### config.mk
export PLATFORM = sky130hd
export DESIGN_NAME = ra_4r2w_64x72_ctl
export DESIGN_NICKNAME = d
export VERILOG_FILES = /design/src/rtl/ra_4r2w_64x72_ctl.sv
export SDC_FILE = /design/constraint.sdc
export NUM_CORES = 1
export LEC_CHECK = 0
export ABC_AREA = 0
export BUFFER_PORTS_ARGS = -buffer_cell sky130_fd_sc_hd__buf_2
export CORE_AREA = 2 2 370 372
export DETAILED_ROUTE_END_ITERATION = 7
export DIE_AREA = 0 0 372 374
export PLACE_DENSITY = 0.52
export SLEW_MARGIN = 25
export SYNTH_ARGS = -nofsm -noshare
export SYNTH_HDL_FRONTEND = slang
export SYNTH_SLANG_ARGS = --single-unit
### constraint.sdc
create_clock -name clk -period 1.6 [get_ports clk]
set_clock_uncertainty 0.15 [all_clocks]
set_input_delay 0 -clock clk [delete_from_list [all_inputs] [get_ports clk]]
set_output_delay 0 -clock clk [all_outputs]
set_load 0.02 [all_outputs]
### src/rtl/ra_4r2w_64x72_ctl.sv
// Request-side controller for the 4R/2W 64x72 DDR array: zero-initialises the array after reset,
// forwards requests, aligns all four read returns and forwards same-cycle write data. Option: RA_BYPASS_CNT_EN.
module ra_4r2w_64x72_ctl #(
    parameter int          RD_LAT   = 2,      // must be >= 2
    parameter logic [71:0] INIT_VAL = 72'h0
) (
    input  logic        clk,
    input  logic        reset,
    output logic        init_done,
    input  logic        rq_rd_enb_0,
    input  logic        rq_rd_enb_1,
    input  logic        rq_rd_enb_2,
    input  logic        rq_rd_enb_3,
    input  logic [5:0]  rq_rd_adr_0,
    input  logic [5:0]  rq_rd_adr_1,
    input  logic [5:0]  rq_rd_adr_2,
    input  logic [5:0]  rq_rd_adr_3,
    input  logic        rq_wr_enb_0,
    input  logic        rq_wr_enb_1,
    input  logic [5:0]  rq_wr_adr_0,
    input  logic [5:0]  rq_wr_adr_1,
    input  logic [71:0] rq_wr_dat_0,
    input  logic [71:0] rq_wr_dat_1,
    output logic        ra_rd_enb_0,
    output logic        ra_rd_enb_1,
    output logic        ra_rd_enb_2,
    output logic        ra_rd_enb_3,
    output logic [5:0]  ra_rd_adr_0,
    output logic [5:0]  ra_rd_adr_1,
    output logic [5:0]  ra_rd_adr_2,
    output logic [5:0]  ra_rd_adr_3,
    output logic        ra_wr_enb_0,
    output logic        ra_wr_enb_1,
    output logic [5:0]  ra_wr_adr_0,
    output logic [5:0]  ra_wr_adr_1,
    output logic [71:0] ra_wr_dat_0,
    output logic [71:0] ra_wr_dat_1,
    input  logic [71:0] ra_rd_dat_0,
    input  logic [71:0] ra_rd_dat_1,
    input  logic [71:0] ra_rd_dat_2,
    input  logic [71:0] ra_rd_dat_3,
    output logic        rsp_vld_0,
    output logic        rsp_vld_1,
    output logic        rsp_vld_2,
    output logic        rsp_vld_3,
    output logic [71:0] rsp_dat_0,
    output logic [71:0] rsp_dat_1,
    output logic [71:0] rsp_dat_2,
    output logic [71:0] rsp_dat_3
`ifdef RA_BYPASS_CNT_EN
    ,
    output logic [15:0] bypass_cnt
`endif
);
    localparam logic [0:0] ST_INIT = 1'b0;
    localparam logic [0:0] ST_RUN  = 1'b1;

    logic [0:0]  state_reg;
    logic [4:0]  icnt_reg;
    logic        run;
    logic [3:0]  rd_enb;
    logic [5:0]  rd_adr [4];
    logic [71:0] arr_dat [4];
    logic [1:0]  wr_enb;
    logic [5:0]  wr_adr [2];
    logic [71:0] wr_dat [2];
    logic [3:0]  ra_rd_enb_w;
    logic [5:0]  ra_rd_adr_w [4];
    logic [1:0]  ra_wr_enb_w;
    logic [5:0]  ra_wr_adr_w [2];
    logic [71:0] ra_wr_dat_w [2];
    logic [3:0]  rsp_vld_w;
    logic [71:0] rsp_dat_w [4];

    assign rd_enb  = {rq_rd_enb_3, rq_rd_enb_2, rq_rd_enb_1, rq_rd_enb_0};
    assign rd_adr  = '{rq_rd_adr_0, rq_rd_adr_1, rq_rd_adr_2, rq_rd_adr_3};
    assign arr_dat = '{ra_rd_dat_0, ra_rd_dat_1, ra_rd_dat_2, ra_rd_dat_3};
    assign wr_enb  = {rq_wr_enb_1, rq_wr_enb_0};
    assign wr_adr  = '{rq_wr_adr_0, rq_wr_adr_1};
    assign wr_dat  = '{rq_wr_dat_0, rq_wr_dat_1};

    always_ff @(posedge clk or negedge reset) begin
        if (!reset) begin
            state_reg <= ST_INIT;
            icnt_reg  <= '0;
        end else if (state_reg == ST_INIT) begin
            icnt_reg <= icnt_reg + 5'd1;
            if (icnt_reg == 5'd31) state_reg <= ST_RUN;
        end
    end

    assign run       = (state_reg == ST_RUN);
    assign init_done = run;

    // Array outputs are forced quiet while reset is held, even though the state already reads INIT.
    genvar gi;
    for (gi = 0; gi < 2; gi++) begin : g_wr
        assign ra_wr_enb_w[gi] = reset & (~run | wr_enb[gi]);
        assign ra_wr_adr_w[gi] = !reset ? 6'd0 : run ? wr_adr[gi] : {icnt_reg, 1'(gi)};
        assign ra_wr_dat_w[gi] = !reset ? 72'd0 : run ? wr_dat[gi] : INIT_VAL;
    end

    for (gi = 0; gi < 4; gi++) begin : g_port
        logic        acc, hit0, hit1, byp;
        logic [71:0] bdat, arr_late;
        logic        vld_pipe_reg  [RD_LAT];
        logic        byp_pipe_reg  [RD_LAT];
        logic [71:0] bdat_pipe_reg [RD_LAT];
        logic        rsp_vld_reg;
        logic [71:0] rsp_dat_reg;

        assign acc  = run & rd_enb[gi];
        assign hit0 = wr_enb[0] & (wr_adr[0] == rd_adr[gi]);
        assign hit1 = wr_enb[1] & (wr_adr[1] == rd_adr[gi]);
        assign byp  = acc & (hit0 | hit1);
        // Write 1 lands in the array's second half-cycle, so it is the value a colliding read must see.
        assign bdat = hit1 ? wr_dat[1] : wr_dat[0];

        assign ra_rd_enb_w[gi] = reset & acc;
        assign ra_rd_adr_w[gi] = (reset & run) ? rd_adr[gi] : 6'd0;

        always_ff @(posedge clk or negedge reset) begin
            if (!reset) begin
                for (int s = 0; s < RD_LAT; s++) begin
                    vld_pipe_reg[s]  <= 1'b0;
                    byp_pipe_reg[s]  <= 1'b0;
                    bdat_pipe_reg[s] <= '0;
                end
                rsp_vld_reg <= 1'b0;
                rsp_dat_reg <= '0;
            end else begin
                vld_pipe_reg[0]  <= acc;
                byp_pipe_reg[0]  <= byp;
                bdat_pipe_reg[0] <= bdat;
                for (int s = 1; s < RD_LAT; s++) begin
                    vld_pipe_reg[s]  <= vld_pipe_reg[s-1];
                    byp_pipe_reg[s]  <= byp_pipe_reg[s-1];
                    bdat_pipe_reg[s] <= bdat_pipe_reg[s-1];
                end
                rsp_vld_reg <= vld_pipe_reg[RD_LAT-1];
                if (vld_pipe_reg[RD_LAT-1])
                    rsp_dat_reg <= byp_pipe_reg[RD_LAT-1] ? bdat_pipe_reg[RD_LAT-1] : arr_late;
            end
        end

        // Ports 2/3 return a cycle early; one holding stage realigns them with ports 0/1.
        if (gi < 2) begin : g_direct
            assign arr_late = arr_dat[gi];
        end else begin : g_held
            logic [71:0] hold_reg;
            always_ff @(posedge clk or negedge reset) begin
                if (!reset)                        hold_reg <= '0;
                else if (vld_pipe_reg[RD_LAT-2])   hold_reg <= arr_dat[gi];
            end
            assign arr_late = hold_reg;
        end

        assign rsp_vld_w[gi] = rsp_vld_reg;
        assign rsp_dat_w[gi] = rsp_dat_reg;
    end

`ifdef RA_BYPASS_CNT_EN
    logic [15:0] bcnt_reg;
    logic [16:0] bcnt_sum;
    assign bcnt_sum = {1'b0, bcnt_reg} + 17'(g_port[0].byp) + 17'(g_port[1].byp)
                    + 17'(g_port[2].byp) + 17'(g_port[3].byp);
    always_ff @(posedge clk or negedge reset) begin
        if (!reset) bcnt_reg <= '0;
        else        bcnt_reg <= bcnt_sum[16] ? 16'hFFFF : bcnt_sum[15:0];
    end
    assign bypass_cnt = bcnt_reg;
`endif

    assign ra_rd_enb_0 = ra_rd_enb_w[0];
    assign ra_rd_enb_1 = ra_rd_enb_w[1];
    assign ra_rd_enb_2 = ra_rd_enb_w[2];
    assign ra_rd_enb_3 = ra_rd_enb_w[3];
    assign ra_rd_adr_0 = ra_rd_adr_w[0];
    assign ra_rd_adr_1 = ra_rd_adr_w[1];
    assign ra_rd_adr_2 = ra_rd_adr_w[2];
    assign ra_rd_adr_3 = ra_rd_adr_w[3];
    assign ra_wr_enb_0 = ra_wr_enb_w[0];
    assign ra_wr_enb_1 = ra_wr_enb_w[1];
    assign ra_wr_adr_0 = ra_wr_adr_w[0];
    assign ra_wr_adr_1 = ra_wr_adr_w[1];
    assign ra_wr_dat_0 = ra_wr_dat_w[0];
    assign ra_wr_dat_1 = ra_wr_dat_w[1];
    assign rsp_vld_0   = rsp_vld_w[0];
    assign rsp_vld_1   = rsp_vld_w[1];
    assign rsp_vld_2   = rsp_vld_w[2];
    assign rsp_vld_3   = rsp_vld_w[3];
    assign rsp_dat_0   = rsp_dat_w[0];
    assign rsp_dat_1   = rsp_dat_w[1];
    assign rsp_dat_2   = rsp_dat_w[2];
    assign rsp_dat_3   = rsp_dat_w[3];
endmodule

==> summary.md <==
| Metric | Value |
|---|---|
| Grt total ovfl | 0 |
| Port bufs | 954 |
| RSZ-0062 raised after global routing | true |
| Routed length per instance | 23.32 µm |
| Total CTS buffers | 112 |
| Hold depth | 5 |
| Async SR Flop Fraction | 100.0% |
| Register area share after synthesis | 66.29% |
| Crit Path Class | reg2out |
| Number of synthesized flops with an enable pin | 0 |
| Initial antenna violation count | 18 |
| Pin count of the biggest net entering global routing | 80 |
| Worst-path maximum fanout | 9 |
| Layout Cells excl Fill | 6723 |
| Vias in the first global route | 32710 |
| DRC | 0 |
| Failing checks | setup timing |
| CTS sink count | 1034 |
| Max transition margin | 52.66% |
| Clock power frac | 41.5% |
| Leak | 0.02823 µW |
| TritonCTS clock tree | built |
| Via count | 30890 |
| Nets | 5318 |
| Final hold viol count | 0 |
| Via density | 4.594 |
| Crit path top cell by count | buf_16 |
| Synth warn | 0 |
| Slowest cell on the critical path | dfrtp_4 |
| VDD IR max | 0.0009685 V |
| Die ar. | 139100 µm² |
| R2R cell count | 6 |
| Fin crit share | 138.1% |
| Layout Utilization | 46.66% |
| Clk_lat worst skew | 0.72 ns |
| Main area contributors after synthesis | dfrtp_1 (66%), mux2_2 (12%), mux2i_1 (7.4%) |
| Gp weighted congestion | 0.8578 |
| Switching Fraction | 25.92% |
| Post-DRT Antenna Nets | 0 |
| Startpoint Class | flop |
| CTS H-tree lvls | 3 |
| Yosys reg bits | 1034 |
| Slew @ Worst Pin | 0.7077 ns |
| NetSw | 17240 µW |
| CTS max path bufs | 3 |
| Internal power | 49280 µW |
| Reg clk slew, reported paths | 0.06 ns |
| Placed cells | 5550 |
| Starting Density | 28.92% |
| Largest register FFs | 576 |
| Total wire length | 156800 µm |
| DR iter-0 viols | 1986 |
| I/O pin count | 955 |
| Syn avg cell area | 13.89 µm² |
| Row Count | 135 |
| Overall Power | 66530 µW |
| Sequential share of power | 43.9% |
| MaxCap Viol Count | 0 |
| Final setup viols | 254 |
| Post-synth top area cell | dfrtp_1 |
| DR pass1 iterations | 5 |
| Mapped cell area | 39030 µm² |
| Share of cells above drive strength 1 | 38.61% |
| Main synth FF type | dfrtp_1 |
| HPWL after DPL | 99160 µm |
| Slew Limit Fails | 0 |
| DIE WIDTH | 372 µm |
| WP data arrival | 2.06 ns |
| Die H | 374 µm |
| Mapped Cells | 2811 |
| Final min period | 2.209 ns |
| Logic pwr share | 14.6% |
| First-pass GRT wire length | 218400 µm |
| Pwr Density | 1056 nW/µm² |
| Outcome | complete, but fails checks |
| Synth top area share | 66.29% |
| Top-count cell post-synth | dfrtp_1 |
| CP Capture Type | primary output |
| CORE AREA | 135000 µm² |
| Min-delay worst type | in2reg |
| Crit-path max cell delay | 0.53 ns |
| Syn Nets | 3289 |
| Top achievable clock speed | 452.7 MHz |
| Min Hold Slack | 0.01285 ns |
| Worst path required time | 1.45 ns |
| Most instantiated cells after synthesis | dfrtp_1 (1034), mux2_2 (401), a21oi_1 (288), mux2i_1 (288), nor2_1 (288) |
| Cells along the critical path | buf_12 -> buf_16 -> buf_16 -> and3_1 -> buf_2 |
| Total GRT Usage | 21.21% |
| Root buffer cell | clkbuf_16 |
| Final worst slack | -0.6091 ns |
| Syn-to-layout area delta | 61.33% |
| Post-synthesis cell type count | 26 |
## layout by cell type, fill, tap and decap left out, drive strengths merged
master and count:
buf 1179, dfrtp 1034, dlygate4sd3 894, mux2 434, nor2 288, a21oi 288, mux2i 288, clkbuf 178
and3 174, clkinv 30, xnor2 27, xor2 24, bufinv 14, a21boi 13, dlymetal6s4s 11, diode 10
nand2 10, nand4 8, nor4 8, inv 7, nand2b 6, clkinvlp 5, o21a 4, and2 4
ha 2, or2 1, nand4b 1
## timing repair
action                      CTS  global route
hold buffers                912            10
pin swaps                     2            13
hold endpoints to repair   1618            47
resized for setup           102           138
setup buffers                10            14
setup endpoints to repair   193           424
gates cloned                  6            23
## critical path: cells and delay by family, from the launching register on
| kind | cells | cell delay (ns) |
|---|---|---|
| AND/OR/NAND/NOR | 1 | 0.15 |
| buffers and inverters | 4 | 0.63 |
| flip-flops | 1 | 0.53 |
## path summary, 6_finish.rpt
kind                                             startpoint                     endpoint  slack [ns]
worst max-delay path                              init_done              ra_wr_dat_0[10]       -0.61
min in group asynchronous                             reset                rsp_dat_1[32]        0.02
worst min register to register  g_port[2].bdat_pipe_reg[81]   g_port[2].bdat_pipe_reg[9]        0.18
worst max register to register                    init_done                  icnt_reg[3]       -0.16
max in group asynchronous                             reset  g_port[0].bdat_pipe_reg[52]       -0.29
worst min-delay path                         rq_rd_adr_0[3]    g_port[0].byp_pipe_reg[1]        0.01
## area by class of cell
cell class                 instances  area [µm²]
inverter                           3       11.26
antenna                           10       25.02
clock buffer                     153        3261
timing repair buffer            2109       17650
sequential                      1034       25920
clock inverter                    53       718.2
tap                             1781        2228
multi-input combinational       1580       13160
fill                           12000       71990
## per-stage QoR
step	area, µm²	setup TNS [ns]	setup slack (ns)
floorplan	39690	-31.85	-0.1507
global placement	47960	-79.51	-0.3671
detailed placement	47960	-78.80	-0.3634
CTS	61830	-113.49	-0.6642
global route	62960	-116.69	-0.6769
finish	62970	-101.94	-0.6091
## layer usage
| metal | vias up | share of wire (%) | global-route usage (%) |
|---|---|---|---|
| li1 | 13820 | - | - |
| met1 | 15650 | 43 | 27.46 |
| met2 | 1123 | 49 | 35.63 |
| met3 | 293 | 5.8 | 4.343 |
| met4 | 4 | 2.8 | 6.163 |
| met5 | - | 0.017 | 0 |
## kinds of logic after synthesis
logic type | after synthesis | share of synthesized area (%)
compound gates | 305 | 4.020
mux | 722 | 19.91
simple gates | 500 | 6.264
flops | 1034 | 66.29
buf+inv | 197 | 2.308
xor+xnor | 51 | 1.144
fa+ha+maj | 2 | 0.06410
## power groups by stage
stage / Sequential (µW) / Clock [µW] / Combinational, µW
2_1_floorplan: 30300 / 0 / 2820
3_3_place_gp: 29700 / 0 / 7540
3_5_place_dp: 29700 / 0 / 7600
4_1_cts: 29200 / 28200 / 9560
5_1_grt: 29400 / 29300 / 10400
6_report: 29200 / 27600 / 9700
Note: power is estimated with default switching activity, not from simulation.
